--- src/rtl/stream_mux_pkg.sv ---
// Shared types and limits for the stream_mux_rr block.
package stream_mux_pkg;

  typedef enum logic {
    MODE_RR    = 1'b0,
    MODE_FIXED = 1'b1
  } mode_t;

  localparam int N_MAX     = 32;
  localparam int WIDTH_MAX = 64;

endpackage

--- src/rtl/rr_arbiter.sv ---
// Combinational round-robin search: first asserted req at or above ptr, wrapping modulo N.
module rr_arbiter #(
  parameter  int N    = 8,
  localparam int SELW = $clog2(N)
) (
  input  logic [N-1:0]    req,
  input  logic [SELW-1:0] ptr,
  output logic [SELW-1:0] grant_idx,
  output logic            grant_any
);

  localparam logic [SELW:0] N_EXT = (SELW + 1)'(N);

  logic [SELW:0] cand;

  // Scan from the farthest offset down so the closest requester to ptr wins last.
  always_comb begin
    grant_idx = '0;
    grant_any = 1'b0;
    cand      = '0;
    for (int i = N - 1; i >= 0; i--) begin
      cand = {1'b0, ptr} + (SELW + 1)'(i);
      if (cand >= N_EXT) begin
        cand = cand - N_EXT;
      end
      if (req[cand[SELW-1:0]]) begin
        grant_idx = cand[SELW-1:0];
        grant_any = 1'b1;
      end
    end
  end

endmodule

--- src/rtl/stream_mux_rr.sv ---
// N-channel registered stream mux with round-robin or forced select.
// Optional packet lock on i_last is enabled by defining STREAM_MUX_PKT_LOCK_EN.
module stream_mux_rr #(
  parameter  int N     = 8,
  parameter  int WIDTH = 32,
  localparam int SELW  = $clog2(N)
) (
  input  logic                 clk,
  input  logic                 rst,
  input  logic                 i_mode,
  input  logic [SELW-1:0]      i_sel,
  input  logic [N*WIDTH-1:0]   i_data,
  input  logic [N-1:0]         i_valid,
  input  logic [N-1:0]         i_last,
  output logic [N-1:0]         o_ready,
  output logic [WIDTH-1:0]     o_data,
  output logic                 o_valid,
  output logic [SELW-1:0]      o_sel,
  input  logic                 i_ready
);

  import stream_mux_pkg::*;

  localparam logic [SELW:0] N_EXT = (SELW + 1)'(N);

  // Handshake: a beat moves when valid && ready; o_ready never depends on i_valid
  // of the same channel except through the grant, and is forced low during rst.
  logic             o_valid_q, o_valid_d;
  logic [WIDTH-1:0] o_data_q,  o_data_d;
  logic [SELW-1:0]  o_sel_q,   o_sel_d;
  logic [SELW-1:0]  p_q,       p_d;

  logic             load, xfer, grant_any, rr_any;
  logic [SELW-1:0]  grant_idx, rr_idx, next_idx;
  mode_t            mode;

`ifdef STREAM_MUX_PKT_LOCK_EN
  logic             lock_q,    lock_d;
  logic [SELW-1:0]  lock_ch_q, lock_ch_d;
`else
  logic             unused_last;
  assign unused_last = ^i_last;
`endif

  assign mode = mode_t'(i_mode);
  assign load = !o_valid_q || i_ready;

  rr_arbiter #(.N(N)) u_arb (
    .req       (i_valid),
    .ptr       (p_q),
    .grant_idx (rr_idx),
    .grant_any (rr_any)
  );

  always_comb begin
    grant_idx = rr_idx;
    grant_any = rr_any;
`ifdef STREAM_MUX_PKT_LOCK_EN
    if (lock_q) begin
      grant_idx = lock_ch_q;
      grant_any = i_valid[lock_ch_q];
    end else
`endif
    if (mode == MODE_FIXED) begin
      grant_idx = i_sel;
      grant_any = ({1'b0, i_sel} < N_EXT) && i_valid[i_sel];
    end
  end

  assign xfer     = load && grant_any && !rst;
  assign o_ready  = xfer ? (N'(1'b1) << grant_idx) : '0;
  assign next_idx = (grant_idx == SELW'(N - 1)) ? '0 : grant_idx + 1'b1;

  always_comb begin
    o_valid_d = o_valid_q;
    o_data_d  = o_data_q;
    o_sel_d   = o_sel_q;
    p_d       = p_q;
`ifdef STREAM_MUX_PKT_LOCK_EN
    lock_d    = lock_q;
    lock_ch_d = lock_ch_q;
`endif
    if (load) begin
      o_valid_d = xfer;
    end
    if (xfer) begin
      o_data_d = i_data[int'(grant_idx)*WIDTH +: WIDTH];
      o_sel_d  = grant_idx;
`ifdef STREAM_MUX_PKT_LOCK_EN
      // A non-last beat holds the grant; the pointer only moves once the packet ends.
      lock_d    = !i_last[grant_idx];
      lock_ch_d = grant_idx;
      if (i_last[grant_idx] && (lock_q || mode == MODE_RR)) begin
        p_d = next_idx;
      end
`else
      if (mode == MODE_RR) begin
        p_d = next_idx;
      end
`endif
    end
  end

  always_ff @(posedge clk) begin
    if (rst) begin
      o_valid_q <= 1'b0;
      o_data_q  <= '0;
      o_sel_q   <= '0;
      p_q       <= '0;
`ifdef STREAM_MUX_PKT_LOCK_EN
      lock_q    <= 1'b0;
      lock_ch_q <= '0;
`endif
    end else begin
      o_valid_q <= o_valid_d;
      o_data_q  <= o_data_d;
      o_sel_q   <= o_sel_d;
      p_q       <= p_d;
`ifdef STREAM_MUX_PKT_LOCK_EN
      lock_q    <= lock_d;
      lock_ch_q <= lock_ch_d;
`endif
    end
  end

  assign o_valid = o_valid_q;
  assign o_data  = o_data_q;
  assign o_sel   = o_sel_q;

endmodule
--- config.mk ---
export PLATFORM = sky130hd
export DESIGN_NAME = stream_mux_rr
export DESIGN_NICKNAME = d
export VERILOG_FILES = /design/src/rtl/stream_mux_pkg.sv /design/src/rtl/rr_arbiter.sv /design/src/rtl/stream_mux_rr.sv
export SDC_FILE = /design/constraint.sdc
export NUM_CORES = 1
export LEC_CHECK = 0
export CAP_MARGIN = 10
export CORE_AREA = 2 2 125 127
export DETAILED_ROUTE_END_ITERATION = 10
export DIE_AREA = 0 0 127 129
export PLACE_DENSITY = 0.8
export SLEW_MARGIN = 20
export SYNTH_ARGS = -nofsm -noshare
export SYNTH_HDL_FRONTEND = slang
export SYNTH_SLANG_ARGS = --single-unit
--- constraint.sdc ---
create_clock -name clk -period 9.2 [get_ports clk]
set_input_delay 2.3 -clock clk [delete_from_list [all_inputs] [get_ports clk]]
set_output_delay 2.3 -clock clk [all_outputs]
set_load 0.05 [all_outputs]
==> Word level (Yosys, flattened, before mapping) <==
Cells that the tools add are included.
{ "totals": {"regBits": 39, "in_bits": 279, "output_inout_bits": 44, "wordCells": 93} }
{ "op_classes": {"addsub": 16, "order_cmp": 17, "n_eq_ne": 1, "shift": 2, "n_mux": 46, "bitwise_logic": 1, "n_reduce_logical": 6} }
{ "op_table": {"columns": ["operator", "n"], "rows": [
  ["indexed part select 256 x 9 -> 32 bit", 1],
  ["two-way mux 3 bit", 18],
  ["< comparator 3 x 4 -> 1 bit, second input constant", 9],
  [">= comparator 4 bit, second input constant", 7],
  ["binary-select mux 1 bit (select 3 bit)", 9],
  ["subtractor 3 x 1 -> 3 bit, second input constant", 8],
  ["two-way mux 1 bit", 18],
  ["adder 3 x 3 -> 4 bit, second input constant", 4],
  ["adder 3 x 2 -> 4 bit, second input constant", 2],
  ["two-way mux 8 bit", 1],
  ["<< shifter 1 x 3 -> 8 bit, first input constant", 1],
  ["adder 3 x 1 -> 4 bit, second input constant", 1],
  [">= comparator 3 x 4 -> 1 bit, second input constant", 1],
  ["adder 3 x 1 -> 3 bit, second input constant", 1],
  ["== test 3 bit, second input constant", 1],
  ["logical AND 1 bit", 2],
  ["zero test 1 bit", 2],
  ["AND reduction 2 bit", 1],
  ["logical OR 1 bit", 1],
  ["inverter 1 bit", 1]
]} }

==> Logic depth before layout (Yosys ltp) <==
{ "depth": {"word_depth": 17, "depth_mapped": 17, "ltp_nobuf": 11} }

==> By module <==
A second synthesis with hierarchy kept.
{ "unflattened": {"hier_cells": 450, "area_unflattened_um2": 4648.2} }
{ "by_module_without_submodules": {"columns": ["module", "instances", "cells_each", "area_each_um2", "seq_area_each_um2"], "rows": [
  ["stream_mux_rr", 1, 360, 3866.2, 780.7],
  ["rr_arbiter", 1, 90, 782.0, 0.0]
]} }

==> Worst setup path before layout <==
OpenSTA, ideal clock, no wires.
{ "synth_timing": {"path_kind": "input port to output port", "startpoint": "input i_valid[2]", "endpoint": "output o_ready[6]", "arrival_ps": 5657, "required_ps": 6900, "slack_ps": 1243, "stages": 11, "n_path_buf": 3, "cell_sequence": "clkbuf_1 -> mux2i_1 -> mux4_2 -> nand3_1 -> o31ai_1 -> or3b_2 -> buf_4 -> a21oi_1 -> buf_2 -> inv_1 -> nor3_1"} }
{ "synth_via": {"elab_chain_cells": 14, "word_cells_on_any_way": 40, "cone_classes": "shift (1); mux (37); reduce/logical (2)"} }
{ "synth_rtl": {"columns": ["element", "line_no", "rtl"], "rows": [
  ["from (decl)", "stream_mux_rr.sv:13", "input logic [N-1:0] i_valid,"],
  ["binary-select mux 1 bit (select 3 bit)", "rr_arbiter.sv:26", "if (req[cand[SELW-1:0]]) begin"],
  ["two-way mux 1 bit (implied by the code)", "rr_arbiter.sv:26", null],
  ["two-way mux 1 bit (8 in a row)", "rr_arbiter.sv:26", null],
  ["two-way mux 1 bit", "stream_mux_rr.sv:64", "if (mode == MODE_FIXED) begin"],
  ["logical AND 1 bit (2 in a row)", "stream_mux_rr.sv:70", "assign xfer = load && grant_any && !rst;"],
  ["two-way mux 8 bit *", "stream_mux_rr.sv:71", "assign o_ready = xfer ? (N'(1'b1) << grant_idx) : '0;"],
  ["to (decl)", "stream_mux_rr.sv:15", "output logic [N-1:0] o_ready,"]
]} }
Every way passes the cells marked *; elsewhere a longest branch is shown, timed or not. The select of a mux whose other input is x is not followed.

==> Final worst setup path <==
{ "layout_timing": {"startpoint": "input i_valid[3]", "endpoint": "output o_ready[7]"} }
The elaborated chain is that of the path after synthesis.

==> flow_summary.toml <==
[floorplan]
floorplan.initialDensity_pct = 29.6
fp.dieW_microns = 127
fp.dieH_microns = 129
std_cell_rows = 45
num_io_pins = 323
design.die.area_sq_um = 16400
placeableCoreArea_sq_um = 15000

[logic_synthesis]
synth_edf_count = 0
ys_seq_area_share_pct = 17.6
synthFlopType = "sky130_fd_sc_hd__dfxtp_1"
synthesis.area_per_instance_sq_um = 9.50
synthDistinctLibCells = 46
synth.net_count = 748
async_reset_ff_share_pct = 0
synth.cell_area_sq_um = 4440
synth_warnings = 0
yosys_register_bits = 39
synthesis.instances = 467

[clock_tree]
cts_tree = "built"
cts.root.buffer_cell = "sky130_fd_sc_hd__clkbuf_16"
cts_setup_buffers = 0
clk_sinks = 39
ctsResizeCount = 0
cts_max_level = 2
cts-root-to-sink-buffers = 2
number_of_clock_buffers_inserted_by_tritoncts = 5
clkSlewWorstSetupHoldPaths_ns = 0.06
clock_latency_ns = 0.28
hold_buffers = 0

[route]
routedWlPerCell_microns = 19.0
detailroute.via_count = 4935
detailed_route_drc_error_count = 0
antenna_violating_nets_post_route = 0
drt_pass1_iterations = 4
via_per_inst = 5.27
postRouteWirelength_mm = 17.8
drt_iter0_markers = 347

[cells_and_area]
design.final.nets = 1029
fraction_of_layout_cells_with_a_size_suffix_above_1_pct = 6.28
final.fill_count = 1403
antenna_diodes = 0
layout-area-overhead-vs-synth_pct = 76.4

[placed_design]
preCtsSetupSlack_ns = 0.816
dpl.hpwl_mm = 13.9
port_buffers = 314
gpl.final_weighted_congestion = 0.870

[sta]
finalWorstPathRequiredPeriod_ns = 8.39
final.period_utilization_pct = 91.2
tightestPinTransition_ns = 0.989
fin_skew_ns = 0.00739
final_hold_fails = 0
timing.final.ws_setup_ns = 0.806
final.setup.tns_ns = 0
worst_slew_margin_rel_pct = 34.0
finalSetupViolCount = 0
rsz0062_at_grt = "false"
finalMaxSlewViolations = 0
timing.fmax_ghz = 0.119

[worst_setup_path]
cp-startpoint = "i_valid[3]"
cp_slowest_stage_delay_ns = 0.80
worstPathCellList = "clkdlybuf4s50_1 -> mux4_2 -> or2_0 -> mux4_2 -> a21oi_2 -> o211ai_1 -> a32o_4 -> or2_2 -> nor2_1 -> clkdlybuf4s50_1"
timing.critical_path.to_type = "output port"
required_ns = 6.90
crit_family = "buffers and inverters"
path_class = "in2out"
cp_max_fo = 10
worst_path_buf_inv = 2
critPathLaunchType = "input port"
cpMaxStageDelayCell = "sky130_fd_sc_hd__clkdlybuf4s50_1"
worst_flop_to_flop_path_startpoint = "p_q[1]"
critical_path_arrival_ns = 6.09

[run]
maxCapViolCount = 0

[global_routing]
grt.total_usage_pct = 20.5
use_met3_pct = 3.83
global_route.usage.met2_pct = 38.0
number_of_antenna_violations_at_the_first_check_in_global_routing = 0
number_of_global_route_vias_before_repair = 4887
globalRoute.busiestLayer = "met2"
grt_pass1_wl_mm = 26.6
overflow = 0
grt_util_met1_pct = 24.6
grt_start_max_net_pins = 53

[hold_path]
hp-class = "reg2reg"
worst_hold_startpoint = "o_data[21]"

[pwr]
power_density_nw_per_um2 = 162
ir_drop_uv = 80.8
static-leakage-power_nw = 3.21

[run_status]
status = "completed"
==> final cells by class <==
class	instances	area, sq um	area share (%)
clock buffers	6	139	1.77
clock inverters	2	35.0	0.448
multi-input cells	369	3380	43.2
repair buffers	322	3220	41.1
flip-flops and latches	39	781	9.97
inverters	11	41.3	0.527
well taps	188	235	3.01
==> per-stage QoR <==
stage / area (sq um) / total power [mW] / hold slack (ns) / util [%] / instances
floorplan: 4440 / 0.786 / 0.715 / - / 467
global placement: 7650 / 1.06 / 0.468 / 51.1 / 929
detailed placement: 7650 / 1.07 / 0.472 / 51.1 / 929
CTS: 7830 / 1.28 / 0.488 / 52.3 / 937
global route: 7830 / 1.33 / 0.502 / 52.3 / 937
finish: 7830 / 1.27 / 0.484 / 52.3 / 937
==> final timing paths <==
kind	endpoint	slack, ns	cells past startpoint
worst min register to register	o_data[21]	0.48	1
worst max register to register	o_data[9]	3.29	12
worst min-delay path	o_data[21]	0.48	1
worst max-delay path	o_ready[7]	0.81	10
==> state kept, by name, summed over array words and instances (netlist names) <==
register / flops
o_data: 32
p_q: 3
o_sel: 3
o_valid: 1
==> cells in the final DEF, fill, tap and decap left out, types with 5 or more instances in the layout <==
cell type,n
sky130_fd_sc_hd__a21oi_1,15
sky130_fd_sc_hd__a221o_1,36
sky130_fd_sc_hd__buf_4,10
sky130_fd_sc_hd__clkbuf_16,5
sky130_fd_sc_hd__clkdlybuf4s50_1,310
sky130_fd_sc_hd__dfxtp_1,39
sky130_fd_sc_hd__inv_1,7
sky130_fd_sc_hd__mux2i_1,182
sky130_fd_sc_hd__mux4_2,15
sky130_fd_sc_hd__nand2_1,11
sky130_fd_sc_hd__nor2_1,14
sky130_fd_sc_hd__o21ai_0,7
sky130_fd_sc_hd__o22ai_1,34
==> routing by layer <==
| metal | part of all wire [%] | routed length [microns] |
|---|---|---|
| met5 | 0 | 0 |
| met3 | 7.1 | 1260 |
| met1 | 39 | 6960 |
| met4 | 1.4 | 250 |
| met2 | 53 | 9370 |
==> where the power goes <==
part           internal, mW  switching (mW)
combinational         0.386           0.432
sequential            0.211          0.0326
clock                 0.135          0.0717
total                 0.733           0.536
==> cell families (layout without fill, tap and decap cells) <==
logic type / count (synthesis) / count (layout) / share of synthesized area (%)
AO/OA/AOI/OAI: 107 / 107 / 18.1
AND/OR/NAND/NOR: 56 / 56 / 6.54
adder cells (fa/ha/maj): 2 / 2 / 0.564
XOR/XNOR: 5 / 5 / 0.987
multiplexers: 199 / 199 / 49.2
flip-flops: 39 / 39 / 17.6
buffers and inverters: 59 / 341 / 7.08
==> synth_stat cells (all sizes together), types with 2 or more instances <==
library cell	instances	share of area, %
mux2i	182	41
dfxtp	39	18
a221o	36	8.1
buf	35	5.0
o22ai	34	4.8
a21oi	17	2.0
mux4	15	7.6
nor2	14	1.2
clkbuf	13	1.1
nand2	11	0.93
inv	8	0.68
o21ai	8	0.90
or2	6	0.85
nand3	5	0.56
nor2b	4	0.56
and3	3	0.42
clkinv	3	0.25
nand2b	3	0.42
nand3b	3	0.51
xor2	3	0.59
a211oi	2	0.34
ha	2	0.56
mux2	2	0.51
nor3	2	0.23
o211ai	2	0.34
o31ai	2	0.34
xnor2	2	0.39
No activity file was read; power rests on OpenSTA's default activity.
